### config.mk
export PLATFORM = sky130hd
export DESIGN_NAME = instruction_fetch
export DESIGN_NICKNAME = d
export VERILOG_FILES = /design/src/rtl/cpu_pkg.sv /design/src/rtl/fetch_hold_buffer.sv /design/src/rtl/instruction_fetch.sv
export SDC_FILE = /design/constraint.sdc
export NUM_CORES = 1
export LEC_CHECK = 0
export BUFFER_PORTS_ARGS = -buffer_cell sky130_fd_sc_hd__clkbuf_2
export CORE_AREA = 8 8 86 165
export DETAILED_ROUTE_END_ITERATION = 8
export DIE_AREA = 0 0 94 173
export GPL_TIMING_DRIVEN = 0
export PLACE_DENSITY = 0.65
export SLEW_MARGIN = 30
export SYNTH_ARGS = -nofsm -noshare
export SYNTH_HDL_FRONTEND = slang
export SYNTH_SLANG_ARGS = --single-unit
export TNS_END_PERCENT = 1
### constraint.sdc
create_clock -name clock -period 3.1 [get_ports clock]
set_input_delay 0.31 -clock clock [delete_from_list [all_inputs] [get_ports clock]]
set_output_delay 0.31 -clock clock [all_outputs]
set_load 0.02 [all_outputs]
### src/rtl/cpu_pkg.sv
// Shared CPU package: default datapath widths, the NOP encoding and the
// instruction-fetch FSM state encoding used by the fetch stage and its
// hold buffer.
package cpu_pkg;

    // Default program-counter / program-memory address width.
    localparam int CPU_PC_WIDTH = 14;

    // Default instruction-word width.
    localparam int CPU_INSTR_WIDTH = 32;

    // Bubble word presented whenever no real instruction is available.
    localparam logic [31:0] CPU_NOP = 32'h0000_0000;

    // Fetch FSM states.
    typedef enum logic [1:0] {
        FETCH_IDLE = 2'b00,
        FETCH_RUN  = 2'b01,
        FETCH_HOLD = 2'b10
    } fetch_state_e;

endpackage : cpu_pkg

### src/rtl/fetch_hold_buffer.sv
// Hold buffer for the instruction-fetch stage.
// Captures the word presented to the fetch/decode register when the pipeline
// stalls and replays it until the stall is released. The output mux selects
// between the captured copy and the live fetch path.
//
// Ports:
//   clock, reset   - clock and synchronous active-high reset
//   capture        - load the live word/return address/target flag
//   clear          - discard the held contents (redirect)
//   use_hold       - present the held copy instead of the live path
//   live_word/ret/tgt - live fetch path (already bubbled when invalid)
//   word_out/ret_out/tgt_out - selected values towards the pipeline register
module fetch_hold_buffer
    import cpu_pkg::*;
#(
    parameter int PC_WIDTH    = CPU_PC_WIDTH,
    parameter int INSTR_WIDTH = CPU_INSTR_WIDTH
) (
    input  logic                   clock,
    input  logic                   reset,
    input  logic                   capture,
    input  logic                   clear,
    input  logic                   use_hold,
    input  logic [INSTR_WIDTH-1:0] live_word,
    input  logic [PC_WIDTH-1:0]    live_ret,
    input  logic                   live_tgt,
    output logic [INSTR_WIDTH-1:0] word_out,
    output logic [PC_WIDTH-1:0]    ret_out,
    output logic                   tgt_out
);

    logic [INSTR_WIDTH-1:0] hold_word_r;
    logic [PC_WIDTH-1:0]    hold_ret_r;
    logic                   hold_tgt_r;

    // Hold registers: reset and clear win over capture so a redirect in the
    // same cycle as a stall leaves nothing stale behind.
    always_ff @(posedge clock) begin
        if (reset || clear) begin
            hold_word_r <= {INSTR_WIDTH{1'b0}};
            hold_ret_r  <= {PC_WIDTH{1'b0}};
            hold_tgt_r  <= 1'b0;
        end else if (capture) begin
            hold_word_r <= live_word;
            hold_ret_r  <= live_ret;
            hold_tgt_r  <= live_tgt;
        end else begin
            hold_word_r <= hold_word_r;
            hold_ret_r  <= hold_ret_r;
            hold_tgt_r  <= hold_tgt_r;
        end
    end

    // Output selection between the held copy and the live fetch path.
    always_comb begin
        word_out = live_word;
        ret_out  = live_ret;
        tgt_out  = live_tgt;
        if (use_hold) begin
            word_out = hold_word_r;
            ret_out  = hold_ret_r;
            tgt_out  = hold_tgt_r;
        end else begin
            word_out = live_word;
            ret_out  = live_ret;
            tgt_out  = live_tgt;
        end
    end

endmodule : fetch_hold_buffer

### src/rtl/instruction_fetch.sv
// Instruction-fetch stage.
// Owns the program counter and the IDLE/RUN/HOLD fetch FSM, issues
// program-memory reads, and presents the returned word (one cycle after the
// read) to the fetch/decode pipeline register. Stalls replay the current
// word from fetch_hold_buffer; redirects read the target in the same cycle.
//
// Ports:
//   clock, reset          - clock and synchronous active-high reset
//   stall                 - downstream register is holding this cycle
//   take_branch_addr      - redirect request, target on branch_addr
//   pmem_addr, pmem_rd_en - program-memory read address and strobe
//   pmem_data             - read data, valid one cycle after pmem_rd_en
//   instruction_out       - fetched word (NOP when no word is available)
//   return_addr_out       - address of instruction_out plus one
//   take_branch_addr_out  - instruction_out is the first word at a target
//   fetch_valid           - instruction_out is a real instruction
module instruction_fetch
    import cpu_pkg::*;
#(
    parameter int PC_WIDTH    = CPU_PC_WIDTH,
    parameter int INSTR_WIDTH = CPU_INSTR_WIDTH
) (
    input  logic                   clock,
    input  logic                   reset,
    input  logic                   stall,
    input  logic                   take_branch_addr,
    input  logic [PC_WIDTH-1:0]    branch_addr,
    output logic [PC_WIDTH-1:0]    pmem_addr,
    output logic                   pmem_rd_en,
    input  logic [INSTR_WIDTH-1:0] pmem_data,
    output logic [INSTR_WIDTH-1:0] instruction_out,
    output logic [PC_WIDTH-1:0]    return_addr_out,
    output logic                   take_branch_addr_out,
    output logic                   fetch_valid
);

    localparam logic [PC_WIDTH-1:0]    PC_ONE = PC_WIDTH'(1);
    localparam logic [INSTR_WIDTH-1:0] NOP_WORD = INSTR_WIDTH'(CPU_NOP);

    fetch_state_e          state_r;
    fetch_state_e          state_nx_s;
    logic [PC_WIDTH-1:0]   pc_r;
    logic [PC_WIDTH-1:0]   pc_nx_s;

    logic                  rd_en_s;
    logic [PC_WIDTH-1:0]   addr_s;
    logic                  issue_tgt_s;
    logic                  capture_s;
    logic                  clear_s;

    // Context of the read issued last cycle; the word itself arrives on
    // pmem_data and is paired with these registered side values.
    logic                  rd_issued_r;
    logic [PC_WIDTH-1:0]   ret_r;
    logic                  tgt_r;

    logic [INSTR_WIDTH-1:0] live_word_s;
    logic [PC_WIDTH-1:0]    live_ret_s;
    logic                   live_tgt_s;
    logic                   use_hold_s;

    // FSM state and program counter.
    always_ff @(posedge clock) begin
        if (reset) begin
            state_r <= FETCH_IDLE;
            pc_r    <= {PC_WIDTH{1'b0}};
        end else begin
            state_r <= state_nx_s;
            pc_r    <= pc_nx_s;
        end
    end

    // Next-state, next-pc and read-request decode. A redirect outranks a
    // stall; pc arithmetic wraps naturally at PC_WIDTH bits.
    always_comb begin
        state_nx_s  = state_r;
        pc_nx_s     = pc_r;
        rd_en_s     = 1'b0;
        addr_s      = pc_r;
        issue_tgt_s = 1'b0;
        capture_s   = 1'b0;
        clear_s     = 1'b0;
        if (reset) begin
            state_nx_s = FETCH_IDLE;
        end else begin
            case (state_r)
                FETCH_IDLE: begin
                    rd_en_s    = 1'b1;
                    addr_s     = pc_r;
                    pc_nx_s    = pc_r + PC_ONE;
                    state_nx_s = FETCH_RUN;
                end
                FETCH_RUN: begin
                    if (take_branch_addr) begin
                        rd_en_s     = 1'b1;
                        addr_s      = branch_addr;
                        pc_nx_s     = branch_addr + PC_ONE;
                        issue_tgt_s = 1'b1;
                        clear_s     = 1'b1;
                        state_nx_s  = FETCH_RUN;
                    end else if (stall) begin
                        capture_s  = 1'b1;
                        state_nx_s = FETCH_HOLD;
                    end else begin
                        rd_en_s    = 1'b1;
                        addr_s     = pc_r;
                        pc_nx_s    = pc_r + PC_ONE;
                        state_nx_s = FETCH_RUN;
                    end
                end
                FETCH_HOLD: begin
                    if (take_branch_addr) begin
                        rd_en_s     = 1'b1;
                        addr_s      = branch_addr;
                        pc_nx_s     = branch_addr + PC_ONE;
                        issue_tgt_s = 1'b1;
                        clear_s     = 1'b1;
                        state_nx_s  = FETCH_RUN;
                    end else if (stall) begin
                        state_nx_s = FETCH_HOLD;
                    end else begin
                        // Held word is still shown this cycle; the next
                        // word is requested now so it lands right after.
                        rd_en_s    = 1'b1;
                        addr_s     = pc_r;
                        pc_nx_s    = pc_r + PC_ONE;
                        state_nx_s = FETCH_RUN;
                    end
                end
                default: begin
                    state_nx_s = FETCH_IDLE;
                end
            endcase
        end
    end

    // Side information travelling alongside the outstanding read.
    always_ff @(posedge clock) begin
        if (reset) begin
            rd_issued_r <= 1'b0;
            ret_r       <= {PC_WIDTH{1'b0}};
            tgt_r       <= 1'b0;
        end else begin
            rd_issued_r <= rd_en_s;
            ret_r       <= addr_s + PC_ONE;
            tgt_r       <= issue_tgt_s;
        end
    end

    // Live path: returned word when a read is outstanding, otherwise a bubble.
    always_comb begin
        live_word_s = NOP_WORD;
        live_ret_s  = {PC_WIDTH{1'b0}};
        live_tgt_s  = 1'b0;
        if (rd_issued_r && !reset) begin
            live_word_s = pmem_data;
            live_ret_s  = ret_r;
            live_tgt_s  = tgt_r;
        end else begin
            live_word_s = NOP_WORD;
            live_ret_s  = {PC_WIDTH{1'b0}};
            live_tgt_s  = 1'b0;
        end
    end

    assign use_hold_s = (state_r == FETCH_HOLD) && !reset;

    fetch_hold_buffer #(
        .PC_WIDTH    (PC_WIDTH),
        .INSTR_WIDTH (INSTR_WIDTH)
    ) u_hold (
        .clock     (clock),
        .reset     (reset),
        .capture   (capture_s),
        .clear     (clear_s),
        .use_hold  (use_hold_s),
        .live_word (live_word_s),
        .live_ret  (live_ret_s),
        .live_tgt  (live_tgt_s),
        .word_out  (instruction_out),
        .ret_out   (return_addr_out),
        .tgt_out   (take_branch_addr_out)
    );

    assign pmem_addr   = addr_s;
    assign pmem_rd_en  = rd_en_s;
    assign fetch_valid = !reset && (use_hold_s || rd_issued_r);

endmodule : instruction_fetch

==> flow_summary.json <==
{
  "outcome": "finished clean",
  "p_leak_nw": 2.36,
  "hold_viol": 0,
  "num_io_pins": 113,
  "grt_max_degree": 13,
  "drtIter0Drc": 457,
  "n_fill_cell": 1272,
  "grt_pass1_wl_um": 25900,
  "numPortBuffers": 109,
  "rsz0062_at_grt": "false",
  "max-clock-path-buffers": 2,
  "synthArstFlopShare_pct": 0,
  "synth_cell_types": 50,
  "drv_slew": 0,
  "clock_latency_ps": 340,
  "n_antenna_cell": 0,
  "synth_fp_nets": 771,
  "power_density_nw_per_um2": 473,
  "arrival_ps": 3120,
  "fin_skew_ps": 7.28,
  "clkSlewWorstSetupHoldPaths_ps": 60,
  "combPwrFrac_pct": 22.8,
  "hold_class": "in -> reg",
  "synth_area_leader_cell": "dfxtp_1",
  "grt_overflow": 0,
  "drive_gt1_share_pct": 18.5,
  "area_delta_synth_final_pct": 21.1,
  "fp.coreArea_um2": 12000,
  "cts_tree": "built",
  "endpoint_kind": "flip-flop",
  "cts.sinks": 79,
  "criticalPathCategory": "reg -> reg",
  "nets": 891,
  "grt_pass1_vias": 5243,
  "ys_ff_latch": 79,
  "fp.dieH_um": 173,
  "finalCriticalPeriod_ps": 2860,
  "num_vias": 5384,
  "yosysSeqAreaShare_pct": 33.5,
  "dp_hpwl_um": 11900,
  "syn_inst": 714,
  "dieWidth_um": 94,
  "worstPathMaxFanout": 10,
  "gp_congestion": 0.933,
  "cts.root.buffer_cell": "clkbuf_16",
  "drtPass1Iterations": 5,
  "fmax_mhz": 349,
  "placed_cells": 970,
  "p_sw_uw": 879,
  "synth_top_area_share_pct": 33.5,
  "mostFrequentLayoutCell": "nand2_1",
  "setup_viol": 0,
  "dieArea_um2": 16300,
  "p_seq_share_pct": 41.3,
  "period_share_pct": 92.3,
  "cts_buffers": 9,
  "avgSynthCellArea_um2": 6.60,
  "timing.slew.headroom_pct": 55.3,
  "swShare_pct": 32.5,
  "placementRows": 57,
  "yosys-top-cells-area": "dfxtp_1 34%, nand2_1 12%, a21oi_1 11%, nor2_1 9.7%, nand3_1 6.4%",
  "synth_edf_count": 0,
  "cts_setup_buffers": 0,
  "viasPerCell": 5.47,
  "globalRouteTotalUtil_pct": 19.5,
  "synthFlopType": "dfxtp_1",
  "cts_resized": 0,
  "synth_area_um2": 4720,
  "synth_warnings": 0,
  "p_int_mw": 1.82,
  "instances_no_fill": 985,
  "power_frac_clock_pct": 36.0,
  "drv_cap": 0,
  "detail-route-antenna-nets": 0,
  "ir_worst_vdd_mv": 0.431,
  "cts_hold_buffers": 0,
  "tns_ps": 0,
  "layout_common_cells": "145 x nand2_1, 122 x nor2_1, 109 x clkbuf_2, 103 x a21oi_1, 79 x dfxtp_1",
  "drt-total-wl_um": 15900,
  "worstSetupStartpointType": "flip-flop",
  "wire_per_inst_um": 16.2,
  "critPathRequiredTime_ps": 3360,
  "tightest_slew_ps": 671,
  "initial_core_util_pct": 39.4,
  "drc": 0,
  "htree_levels": 3,
  "antenna_found_initial": 0
}
-- synthesized netlist by cell type, drive strengths merged, types with 4 or more instances --
cell type / n
nand2: 145
nor2: 122
a21oi: 103
dfxtp: 79
nand3: 62
clkbuf: 41
buf: 22
o21ai: 21
nor3: 16
xor2: 12
xnor2: 9
nand4: 8
and3: 7
ha: 7
inv: 7
a31oi: 5
o22ai: 5
a22oi: 4
mux2i: 4
-- worst paths after layout --
kind / startpoint / to / depth (start not counted) / slack (ps)
worst max-delay path: state_r[0] / ret_r[12] / 14 / 240
worst min-delay path: pmem_data[1] / u_hold.hold_word_r[1] / 3 / 240
worst max register to register: state_r[0] / ret_r[12] / 14 / 240
worst min register to register: u_hold.hold_word_r[16] / u_hold.hold_word_r[16] / 2 / 450
-- registers in the layout (all words and copies together), names as in the netlist --
name and cells:
pc_r 14, rd_issued_r 1, ret_r 14, state_r 2
tgt_r 1, u_hold.hold_ret_r 14, u_hold.hold_tgt_r 1, u_hold.hold_word_r 32
-- critical path, stage by stage (launching register included) --
cell and delay [ps]:
dfxtp_1 360, inv_1 80, ha_1 280, buf_2 170
nand3b_1 130, buf_2 270, buf_2 270, nand2_1 70
nand2_1 110, ha_1 260, nand2_1 70, nor3_1 230
o211ai_1 160, xor2_1 170, nor2_1 160
-- metrics by stage --
stage | total power [mW] | area, um2 | setup WS [ps] | utilization (%) | hold WS (ps)
after floorplan | 1.52 | 4720 | 563 | - | 437
after global placement | 1.74 | 5450 | 305 | 45.4 | 442
after detailed placement | 1.75 | 5450 | 281 | 45.4 | 448
after CTS | 2.71 | 5710 | 219 | 47.7 | 232
after global routing | 2.84 | 5710 | 5.72 | 47.7 | 234
final | 2.70 | 5710 | 238 | 47.7 | 235
-- power by group through the flow --
stage | Clock [mW] | Sequential, mW | Combinational [mW]
floorplan | 0 | 1.12 | 0.404
global placement | 0 | 1.13 | 0.609
detailed placement | 0 | 1.14 | 0.612
CTS | 0.986 | 1.11 | 0.615
global route | 1.03 | 1.12 | 0.681
finish | 0.971 | 1.11 | 0.615
-- metal layers --
metal	wire length [um]	up-vias	global-route usage, %
li1	-	2656	-
met2	7650	210	31.4
met1	6800	2485	24.1
met5	0	-	0
met4	434	0	8.26
met3	1060	33	4.16
-- area by class of cell --
class                           count  area (um2)  area share, %
Multi-Input combinational cell    565        2840           49.7
Sequential cell                    79        1580           27.7
Timing Repair Buffer              109         546           9.55
Buffer                             63         272           4.75
Clock buffer                       12         246           4.32
Tap cell                          147         184           3.22
Inverter                            7        26.3          0.460
Clock inverter                      3        20.0          0.350
-- cells by family (layout without fill, tap and decap cells) --
family | count (synthesis) | count (layout) | synth area share, %
AOI/OAI and AO/OA | 153 | 153 | 18.0
xor gates and xnor gates | 21 | 21 | 3.90
adders and majority gates | 7 | 7 | 1.86
buffers and inverters | 70 | 194 | 6.31
DFF | 79 | 79 | 33.5
muxes | 7 | 7 | 1.57
and+or+nand+nor | 377 | 377 | 34.8
No activity file was read; power rests on OpenSTA's default activity.
